--- src/rtl/bcd2bin_pkg.sv ---
// bcd2bin_pkg: shared sizes, FSM encoding and BCD validity helper for bcd2bin_ctrl.
// BCD2BIN_CHECK_EN adds the BAD state and the digit validity check.
package bcd2bin_pkg;
    localparam int N_DIGITS = 5;
    localparam int N_SHIFTS = 16;
    localparam int BCD_W    = 20;
    localparam int BIN_W    = 16;
    localparam int REG_W    = 36;
`ifdef BCD2BIN_CHECK_EN
    typedef enum logic [2:0] {IDLE, LOAD, SHIFT, CORR, FIN, BAD} state_t;
    function automatic logic bcd_bad(input logic [BCD_W-1:0] b);
        bcd_bad = 1'b0;
        for (int i = 0; i < N_DIGITS; i++) bcd_bad |= (b[4*i+:4] > 4'd9);
    endfunction
`else
    typedef enum logic [2:0] {IDLE, LOAD, SHIFT, CORR, FIN} state_t;
`endif
endpackage

--- src/rtl/bcd_digit_corr.sv ---
// bcd_digit_corr: subtracts 3 from every BCD digit that reached 8 or more after a right shift.
module bcd_digit_corr
    import bcd2bin_pkg::*;
(
    input  logic [BCD_W-1:0] d,
    output logic [BCD_W-1:0] q
);
    for (genvar g = 0; g < N_DIGITS; g++) begin : gen_d
        assign q[4*g+:4] = (d[4*g+:4] >= 4'd8) ? d[4*g+:4] - 4'd3 : d[4*g+:4];
    end
endmodule

--- src/rtl/bcd2bin_ctrl.sv ---
// bcd2bin_ctrl: shift-and-correct BCD-to-binary controller driving an external 36-bit register.
// BCD2BIN_CHECK_EN enables invalid-digit and overflow detection via err.
module bcd2bin_ctrl
    import bcd2bin_pkg::*;
(
    input  logic             clk,
    input  logic             rst,
    input  logic             start,
    input  logic [BCD_W-1:0] bcd_in,
    input  logic [REG_W-1:0] A,
    output logic             init,
    output logic             sh,
    output logic             sub,
    output logic [BCD_W-1:0] bcd,
    output logic [REG_W-1:0] A_in,
    output logic             busy,
    output logic             done,
    output logic [BIN_W-1:0] bin,
    output logic             err
);
    state_t     state;
    logic [4:0] cnt;
    logic [BCD_W-1:0] corr;

    bcd_digit_corr u_corr (.d(A[REG_W-1:BIN_W]), .q(corr));
    assign A_in = {corr, A[BIN_W-1:0]};

`ifndef BCD2BIN_CHECK_EN
    assign err = 1'b0;
`endif

    // bcd doubles as the capture register; strobes are set on entry to their state
    always_ff @(posedge clk or posedge rst) begin
        if (rst) begin
            state <= IDLE;
            cnt   <= '0;
            bcd   <= '0;
            init  <= 1'b0;
            sh    <= 1'b0;
            sub   <= 1'b0;
            busy  <= 1'b0;
            done  <= 1'b0;
            bin   <= '0;
`ifdef BCD2BIN_CHECK_EN
            err   <= 1'b0;
`endif
        end else begin
            done <= 1'b0;
            case (state)
                IDLE: if (start) begin
                    bcd  <= bcd_in;
                    cnt  <= '0;
                    busy <= 1'b1;
`ifdef BCD2BIN_CHECK_EN
                    if (bcd_bad(bcd_in)) state <= BAD;
                    else begin
                        state <= LOAD;
                        init  <= 1'b1;
                    end
`else
                    state <= LOAD;
                    init  <= 1'b1;
`endif
                end
                LOAD: begin
                    init  <= 1'b0;
                    sh    <= 1'b1;
                    state <= SHIFT;
                end
                SHIFT: begin
                    sh  <= 1'b0;
                    cnt <= cnt + 5'd1;
                    if (cnt == 5'(N_SHIFTS - 1)) state <= FIN;
                    else begin
                        sub   <= 1'b1;
                        state <= CORR;
                    end
                end
                CORR: begin
                    sub   <= 1'b0;
                    sh    <= 1'b1;
                    state <= SHIFT;
                end
                FIN: begin
                    bin   <= A[BIN_W-1:0];
                    done  <= 1'b1;
                    busy  <= 1'b0;
                    state <= IDLE;
`ifdef BCD2BIN_CHECK_EN
                    err   <= |A[REG_W-1:BIN_W];
`endif
                end
`ifdef BCD2BIN_CHECK_EN
                BAD: begin
                    bin   <= '0;
                    err   <= 1'b1;
                    done  <= 1'b1;
                    busy  <= 1'b0;
                    state <= IDLE;
                end
`endif
                default: state <= IDLE;
            endcase
        end
    end
endmodule

--- config.mk ---
export PLATFORM = sky130hd
export DESIGN_NAME = bcd2bin_ctrl
export DESIGN_NICKNAME = d
export VERILOG_FILES = /design/src/rtl/bcd2bin_pkg.sv /design/src/rtl/bcd_digit_corr.sv /design/src/rtl/bcd2bin_ctrl.sv
export SDC_FILE = /design/constraint.sdc
export NUM_CORES = 1
export LEC_CHECK = 0
export BUFFER_PORTS_ARGS = -buffer_cell sky130_fd_sc_hd__buf_2
export CAP_MARGIN = 20
export CORE_MARGIN = 4
export CORE_UTILIZATION = 48
export CTS_CLUSTER_SIZE = 25
export DETAILED_ROUTE_END_ITERATION = 6
export PLACE_DENSITY = 0.85
export SYNTH_ARGS = -nofsm -noshare
export SYNTH_HDL_FRONTEND = slang
export SYNTH_SLANG_ARGS = --single-unit
--- constraint.sdc ---
create_clock -name clk -period 4.2 [get_ports clk]
set_clock_uncertainty 0.1 [all_clocks]
set_input_delay 0.63 -clock clk [delete_from_list [all_inputs] [get_ports clk]]
set_output_delay 0.63 -clock clk [all_outputs]
set_load 0.03 [all_outputs]
**Yosys cells after proc, flatten, opt, wreduce, memory -nomap -nowiden**

Index checks and enable logic that the tools add are counted.

- Flip-flop bits (word level): 49
- Output and inout bits: 78
- Logic and storage cells: 56

- Add/sub/neg operators: 6
- Magnitude comparators: 5
- Equal/unequal tests: 7
- Mux-type cells: 17
- Reduce and logical (&&, ||, !) cells: 12

Operators by type and width:

| cell | count |
|---|---|
| 4-bit >= comparator (second input constant) | 5 |
| 4-bit 2-to-1 mux | 5 |
| 4-bit by 2-bit subtractor with 4-bit output (second input constant) | 5 |
| 5-bit case mux with 2 select lines | 1 |
| 2-bit AND reduction | 5 |
| 2-bit nonzero test | 5 |
| 3-bit case mux with 3 select lines | 1 |
| 1-bit case mux with 2 select lines | 4 |
| 3-bit by 2-bit equality test with 1-bit output (second input constant) | 2 |
| 3-bit 2-to-1 mux | 2 |
| 5-bit by 1-bit adder with 5-bit output (second input constant) | 1 |
| 5-bit by 4-bit equality test with 1-bit output (second input constant) | 1 |
| 5-bit 2-to-1 mux | 1 |
| 2-bit != test (second input constant) | 2 |
| 3-bit by 1-bit equality test with 1-bit output (second input constant) | 1 |
| 3-bit equality test (second input constant) | 1 |
| 3-bit zero test | 1 |
| 1-bit 2-to-1 mux | 3 |
| 2-bit OR reduction | 1 |

**Depth between registers and ports, before layout**

Gate-level depths: netlist of run 1.

- Depth in word-level cells: 3
- Mapped depth: 6
- Depth with buffers taken out: 6

**By module**

Synthesis of run 1 repeated with hierarchy kept, for this count alone.

- Cells, all modules: 205
- Area, all modules: 2529.9 um^2

Modules (own cells, without submodules):

| module | instances | cells each | area each (um^2) | sequential area each (um^2) |
|---|---|---|---|---|
| bcd2bin_ctrl | 1 | 150 | 2148.3 | 1226.2 |
| bcd_digit_corr | 1 | 55 | 381.6 | 0.0 |

**Worst setup path before layout of run 1**

Ideal clock, no wire load.

- Kind: input -> output
- From: in A[16]
- To: out A_in[18]
- Arrival: 1467 ps
- Data required time: 3470 ps
- Slack: 2003 ps
- Cell stages on the path: 3
- Path buffers: 0
- Cell sequence: ha_1 -> nand2b_1 -> xnor2_1

- Word-level cells in the longest chain between the ends: 2
- Elaborated cells on any way between the ends: 3

RTL lines:

| element | RTL line | source |
|---|---|---|
| from (decl) | bcd2bin_ctrl.sv:10 | `input logic [REG_W-1:0] A,` |
| 4-bit by 2-bit subtractor with 4-bit output / 4-bit >= comparator (equally long branches) | bcd_digit_corr.sv:9 | `assign q[4*g+:4] = (d[4*g+:4] >= 4'd8) ? d[4*g+:4] - 4'd3 : d[4*g+:4];` |
| 4-bit 2-to-1 mux (*) | bcd_digit_corr.sv:9 |  |
| to (decl) | bcd2bin_ctrl.sv:15 | `output logic [REG_W-1:0] A_in,` |

Every way passes the cells marked *; elsewhere a longest branch is shown, timed or not.

**Worst setup path after layout of run 1**

Ends and elaborated chain as after synthesis.

==> results of run 1 <==
## metrics by stage
step	utilization, %	hold slack, ps	instance area [um^2]	setup WS [ps]	cells
6_report	63.3	94.0	3230	2040	394
5_1_grt	63.3	86.1	3230	1980	394
4_1_cts	62.9	384	3210	2030	393
3_5_place_dp	60.7	363	3100	2030	385
3_3_place_gp	60.7	357	3100	2060	385
2_1_floorplan	-	356	2520	2000	202
## synth_stat cells, drive strengths merged, types with 2 or more instances
cell type  number
nand2b          7
o22a            2
nor3b           3
a22o            2
xor2            5
ha             12
buf            24
dfrtp          49
nor2            7
nand2           8
inv            15
o21ai           5
xnor2           7
mux2           37
a21oi           6
nor2b           5
## kinds of logic (layout without fill, tap and decap cells)
logic type / after synthesis / count (layout)
flops: 49 / 49
buf+inv: 39 / 161
mux: 37 / 37
simple gates: 34 / 34
compound gates: 18 / 18
fa+ha+maj: 12 / 12
xor+xnor: 12 / 12
other cells: 1 / 1
## layout make-up
cell class / instances / area [um^2] / share of cell area [%]
flip-flops and latches: 49 / 1230 / 37.9
multi-input cells: 114 / 1040 / 32.2
repair buffers: 138 / 711 / 22.0
well taps: 70 / 87.6 / 2.71
clock buffers: 5 / 68.8 / 2.13
inverters: 15 / 56.3 / 1.74
clock inverters: 3 / 43.8 / 1.35
## sequential cells by signal, summed over array words and instances (netlist names)
| signal | cells |
|---|---|
| init | 1 |
| busy | 1 |
| sub | 1 |
| sh | 1 |
| cnt | 5 |
| bcd | 20 |
| bin | 16 |
| done | 1 |
| state | 3 |
## cells in the final DEF (no fill, tap or decap)
| cell type | Yosys | routed |
|---|---|---|
| buf_2 | 0 | 135 |
| dfrtp_1 | 49 | 49 |
| mux2_2 | 19 | 19 |
| inv_1 | 15 | 14 |
| ha_1 | 12 | 12 |
| mux2_4 | 10 | 10 |
| mux2_1 | 8 | 8 |
| nand2_1 | 8 | 8 |
| nor2_1 | 7 | 7 |
| nand2b_1 | 7 | 7 |
| xnor2_1 | 7 | 7 |
| a21oi_1 | 6 | 6 |
| o21ai_0 | 5 | 5 |
| xor2_1 | 5 | 5 |
| nor2b_1 | 5 | 5 |
| clkbuf_8 | 0 | 5 |
| nor3b_2 | 1 | 2 |
| o22a_1 | 2 | 2 |
| a22o_1 | 2 | 2 |
| buf_4 | 19 | 2 |
| nor4b_4 | 1 | 1 |
| o2bb2ai_1 | 1 | 1 |
| o21bai_1 | 1 | 1 |
| nor3b_1 | 2 | 1 |
| and4bb_2 | 1 | 1 |
| and3_1 | 1 | 1 |
| inv_2 | 0 | 1 |
| nand3_1 | 1 | 1 |
| a2111oi_0 | 1 | 1 |
| conb_1 | 1 | 1 |
| bufinv_16 | 0 | 1 |
| clkinv_2 | 0 | 1 |
| inv_6 | 0 | 1 |
| buf_12 | 0 | 1 |
## power by group
part | switching, W | leakage [nW] | internal [W]
logic | 0.000477 | 1.12 | 0.000305
registers | 0.000104 | 0.623 | 0.000620
clock network | 0.000155 | 0.0585 | 0.000178
## per-layer routing
| metal | up-vias | routed length, um |
|---|---|---|
| met2 | 99 | 2250 |
| met5 | - | 0 |
| met1 | 857 | 2050 |
| li1 | 889 | - |
| met4 | 0 | 44 |
| met3 | 5 | 615 |
## path summary, 6_finish.rpt
path                            slack (ps)                  to  cells after the start
worst max-delay path                  2040            A_in[18]                      5
worst min-delay path                    90  bin[5]$_DFFE_PP0P_                      2
worst max register to register        2390  cnt[0]$_DFFE_PP0P_                      4
worst min register to register         380      sh$_DFFE_PP0P_                      2
max in group asynchronous             3440  bcd[2]$_DFFE_PP0P_                      3
min in group clk                       380      sh$_DFFE_PP0P_                      2
==> impl_results.md, run 1 <==
- # IOs: 137
- Vias in the first global route: 1,813
- Yosys top cell by area: dfrtp_1
- Htree depth: 2
- Top post-synthesis cells by area: dfrtp_1 49%, mux2_2 8.5%, ha_1 6.0%, mux2_4 6.0%, buf_4 5.7%
- Cells after synthesis: 202
- Yosys reg bits: between 40 and 50
- Detailed-route via count: 1,850
- EDFF count, synth: 0
- Status: completed
- Arrival @ worst endpoint: 1430 ps
- Initial Util: 49.3%
- Met2 GRT Util: 27.0%
- Syn Nets: 273
- Die H: approximately 80 um
- Yosys top cell area share: 48.7%
- Mux cell area share after synthesis: 18.1%
- Crit Path Category: in2out
- Yosys Warn Count: 0
- Hold Crit Class: in2async
- Diodes inserted: 0
- CP max stage delay: 210 ps
- Mapped Area: roughly 2500 um^2
- Fin crit share: 51.4%
- GPL Wtd Cong: 0.746
- Total die area: 6460 um^2
- Routed Antenna Nets: 0
- Critical path's slowest cell: buf_2
- Share of flip-flops with an asynchronous set or reset after synthesis: between 90% and 100%
- VDD IR max: 0.432 mV
- CTS clk-pin slew, worst paths: 100 ps
- Row Count: 26
- Post-synthesis sequential area ratio: roughly 50%
- Synth Area in Simple Gates: under 10%
- CTS tree: yes
- DRC: 0
- Synth Area in XOR/XNOR: 4.18%
- Most used DFF post-synth: dfrtp_1
- Largest family of logic cells by synthesized area: multiplexers
- Post-synthesis average cell area: about 12 um^2
- Count of cell types in the netlist: 28
- All-Layer GR Usage: ~15%
- Setup repair bufs after CTS: 0
- Core ar.: 5110 um^2
- Final net count: 394
- Critical Path RT: 3470 ps
- Largest net degree at the start of global routing: 50
- CTS Root Cell: clkbuf_8
- Most frequent CP cell: buf_2
- DP Wirelength: slightly below 4000 um
- CP endpoint kind: primary output
- Power, Total: 0.00184 W
- Fillers: 422
- Fin Setup TNS: 0 ps
- CP Cell Sequence: buf_2, ha_1, nand2b_1, xnor2_1, buf_2
- Adder-cell share of the synthesized area: 5.97%
- Clock sink count: 49
- Hold-fix buffers, CTS: 0
- 1st-pass router iterations: 4
- Min Tclk post-route: 2160 ps
- Vias/cell: 4.70
- Crit path max-delay family: buffers and inverters
- Synth Area in Compound Gates: 4.57%
- Worst skew pair latency: around 300 ps
- Met3 GRT Util: 4.93%
- Area growth syn-to-layout: 28.5%
- Final setup viols: 0
- Clock buffer depth: 2
- Initial antenna violation count: 0
- Leakage Power: 1.80 nW
- Critical path buffer and inverter count: 2
- Port Buf Inserts: 135
- Routed WL per cell: 12.6 um
- Fin. max-slew vios: 0
- First-pass GRT wire length: 7720 um
- Critical path fanouts, max: 4
- Die width: 80.4 um
- PwrDens: 569 nW/um^2
- RSZ-0062 raised after global routing: false
- Met1 GRT Util: ~18%
- Worst R2R Start: state[2]$_DFFE_PP0P_
- Fin. Hold Viols: 0
- CTS Buf Count: 5
- Grt peak-use layer: met2
- Crit start category: primary input
- Routed wire length: a little under 5000 um
- Crit path launch: A[16]
- Layout cells sized above 1: 55.6%
- Fmax: 463 MHz
- Initial DRC Count: 27
- Max cap viols: 0
- Grt ovf: 0
- Cells resized by post-CTS repair: 0
Note: power is estimated with default switching activity, not from simulation.
==> run 2, diff against run 1 <==
--- a/config.mk
+++ b/config.mk
@@ -8,10 +8,10 @@
 export BUFFER_PORTS_ARGS = -buffer_cell sky130_fd_sc_hd__buf_2
 export CAP_MARGIN = 20
 export CORE_MARGIN = 4
-export CORE_UTILIZATION = 48
+export CORE_UTILIZATION = 40
 export CTS_CLUSTER_SIZE = 25
 export DETAILED_ROUTE_END_ITERATION = 6
-export PLACE_DENSITY = 0.85
+export PLACE_DENSITY = 0.76
 export SYNTH_ARGS = -nofsm -noshare
 export SYNTH_HDL_FRONTEND = slang
 export SYNTH_SLANG_ARGS = --single-unit
==> constraint.sdc (replaced) <==
create_clock -name clk -period 1.9 [get_ports clk]
set_clock_uncertainty 0.1 [all_clocks]
set_input_delay 0.285 -clock clk [delete_from_list [all_inputs] [get_ports clk]]
set_output_delay 0.285 -clock clk [all_outputs]
set_load 0.03 [all_outputs]
==> run 2 against run 1 <==
Sequential power rose by 120%. Non-clock buffer count rose by 2. Combinational power rose by 120%. Final area rose by 0.66%. Routed wire length rose by 4.4%. Largest power group unchanged.
==> impl_results.md, run 2 (synthesis gave the netlist of run 1 again) <==
- Fin crit share: 89.3%
- Worst Setup EP: bcd[9]$_DFFE_PP0P_
- CTS Buf Count: 5 (unchanged)
- Vias in the first global route: 1,862 (+2.7%)
- Net Sw Power: 0.00168 W (+130%)
- Largest registers: bcd (20), bin (16), cnt (5)
- CP endpoint kind: flip-flop
- Fin. max-slew vios: 0 (unchanged)
- Most common cell after layout, fill and taps aside: buf_2
- Layout cells sized above 1: 55.5% (about the same)
- Pint: 0.00232 W (+110%)
- CTS tree: yes
- Fillers: 536 (+27%)
- Sw frac: 42.0% (+1.9 points)
- Routed wire length: 5180 um (+4.4%)
- Worst skew pair latency: 310 ps (about the same)
- Leakage Power: 1.80 nW (+0.10%)
- Fin Setup TNS: 0 ps (unchanged)
- Seq pwr share: 40.1% (+0.7 points)
- Crit Reg-Reg Endpoint: bcd[9]$_DFFE_PP0P_
- Cells on worst reg2reg path: 3 (-1)
- Total die area: 7620 um^2 (+18%)
- CTS clk-pin slew, worst paths: 100 ps (about the same)
- # IOs: 137 (unchanged)
- Register area: 1230 um^2 (unchanged)
- RSZ-0062 raised after global routing: false
- DP Wirelength: 4130 um (+5.3%)
- Arrival @ worst endpoint: 1790 ps (+360 ps)
- Die H: 87.3 um (+8.6%)
- Number of flip-flops under the largest register name: 20 (unchanged)
- Row Count: 28 (+7.7%)
- PwrDens: 1230 nW/um^2 (+120%)
- Htree depth: 2 (unchanged)
- Worst R2R Start: state[2]$_DFFE_PP0P_
- Clock buffer depth: 2 (unchanged)
- Fin. Hold Viols: 0 (unchanged)
- Commonest cells after routing, fill and taps aside: 135 x buf_2, 49 x dfrtp_1, 19 x mux2_2
- 1st-pass router iterations: 4 (unchanged)
- Crit start category: flip-flop
- Setup repair bufs after CTS: 0 (unchanged)
- Detailed-route via count: 1,834 (-0.86%)
- All-Layer GR Usage: 14.0% (-1.3 points)
- Initial Util: 41.8% (-7.5 points)
- CTS Root Cell: clkbuf_8
- Vias/cell: 4.57 (-2.6%)
- Worst hold slack: 81.5 ps (-12.6 ps)
- Routed WL per cell: 12.9 um (+2.6%)
- Grt ovf: 0 (unchanged)
- Critical Path RT: 1990 ps (-1480 ps)
- Critical path fanouts, max: 22 (+18)
- Min Tclk post-route: 1700 ps
- Gate power share: 43.3% (+0.8 points)
- Fmax: 589 MHz
- Area growth syn-to-layout: 29.3%
- Crit path launch: state[2]$_DFFE_PP0P_
- DRC: 0 (unchanged)
- CP Cell Sequence: nor4b_4, buf_12, mux2_1
- Clock sink count: 49 (unchanged)
- Core ar.: 6030 um^2 (+18%)
- Diodes inserted: 0 (unchanged)
- VDD IR max: 0.797 mV (+84%)
- Status: completed
- First-pass GRT wire length: 8460 um (+9.6%)
- Crit Path Category: reg2reg
- CP max stage delay: 510 ps (+300 ps)
- Port Buf Inserts: 135 (unchanged)
- Initial DRC Count: 45 (+67%)
- Largest net degree at the start of global routing: 23 (-54%)
- Hold Crit Class: in2reg
- Die width: 87.3 um (+8.6%)
- Routed Antenna Nets: 0 (unchanged)
- GPL Wtd Cong: 0.746 (about the same)
- Power share of the clock group: 16.6% (-1.5 points)
- Multi-input gate area: 1040 um^2 (unchanged)
- Critical path's slowest cell: dfrtp_1
- Most flops, register: bcd
- Final setup viols: 0 (unchanged)
- R2R Setup Slk: 200 ps (-2190 ps)
- Final net count: 396 (+0.51%)
- Max cap viols: 0 (unchanged)
- Initial antenna violation count: 0 (unchanged)
run 2: metrics by stage:
| step | setup WS (ps) | util, % | instance area, um^2 | power (W) | instances |
|---|---|---|---|---|---|
| floorplan | 282 | - | 2520 | 0.00289 | 202 |
| global route | 123 | 54.0 | 3250 | 0.00427 | 401 |
| finish | 204 | 54.0 | 3250 | 0.00400 | 401 |
| detailed placement | 217 | 52.2 | 3150 | 0.00338 | 392 |
| CTS | 206 | 54.0 | 3250 | 0.00406 | 401 |
| global placement | 255 | 52.2 | 3150 | 0.00333 | 392 |
run 2: per-layer routing:
layer | GRT usage [%] | part of all wire [%] | up-vias
met2 | 25.3 | 50 | 88
met1 | 15.6 | 37 | 846
met5 | 0 | 0 | -
met3 | 4.73 | 12 | 6
met4 | 3.35 | 0.85 | 0
li1 | - | - | 894
run 2: power groups by stage:
stage          Combinational, W  Sequential [W]  Clock (W)
6_report                0.00173         0.00161   0.000665
5_1_grt                 0.00187         0.00166   0.000741
4_1_cts                 0.00176         0.00161   0.000690
3_5_place_dp            0.00176         0.00161          0
3_3_place_gp            0.00172         0.00161          0
2_1_floorplan          0.000817         0.00207          0
run 2: what timing repair did:
action | in CTS | in global routing
hold endpoints to repair | 14 | 0
gates resized for setup | 0 | 0
hold buffers | 1 | 0
run 2: worst min-delay path by stage:
| stage | startpoint | end | slack (ps) | cells after the start |
|---|---|---|---|---|
| 6_report | bcd_in[7] | bcd[7]$_DFFE_PP0P_ | 80 | 2 |
| 3_5_place_dp | rst | bin[2]$_DFFE_PP0P_ | 160 | 2 |
| 2_1_floorplan | bcd_in[10] | bcd[10]$_DFFE_PP0P_ | 320 | 1 |
| 4_1_cts | bcd_in[6] | bcd[6]$_DFFE_PP0P_ | 70 | 2 |
| 5_1_grt | bcd_in[13] | bcd[13]$_DFFE_PP0P_ | 70 | 2 |
| 3_3_place_gp | rst | bin[12]$_DFFE_PP0P_ | 160 | 2 |
run 2: final cells by class:
type / instances / area share (%)
clock inverters: 3 / 0.884
clock buffers: 5 / 2.11
multi-input cells: 114 / 31.9
flip-flops and latches: 49 / 37.7
well taps: 75 / 2.88
repair buffers: 140 / 22.8
inverters: 15 / 1.73
run 2: critical path, delay by kind of cell, from the launching register on:
kind | cells | cell delay [ps]
AND/OR/NAND/NOR | 1 | 400
flip-flops | 1 | 510
multiplexers | 1 | 340
buffers and inverters | 1 | 230
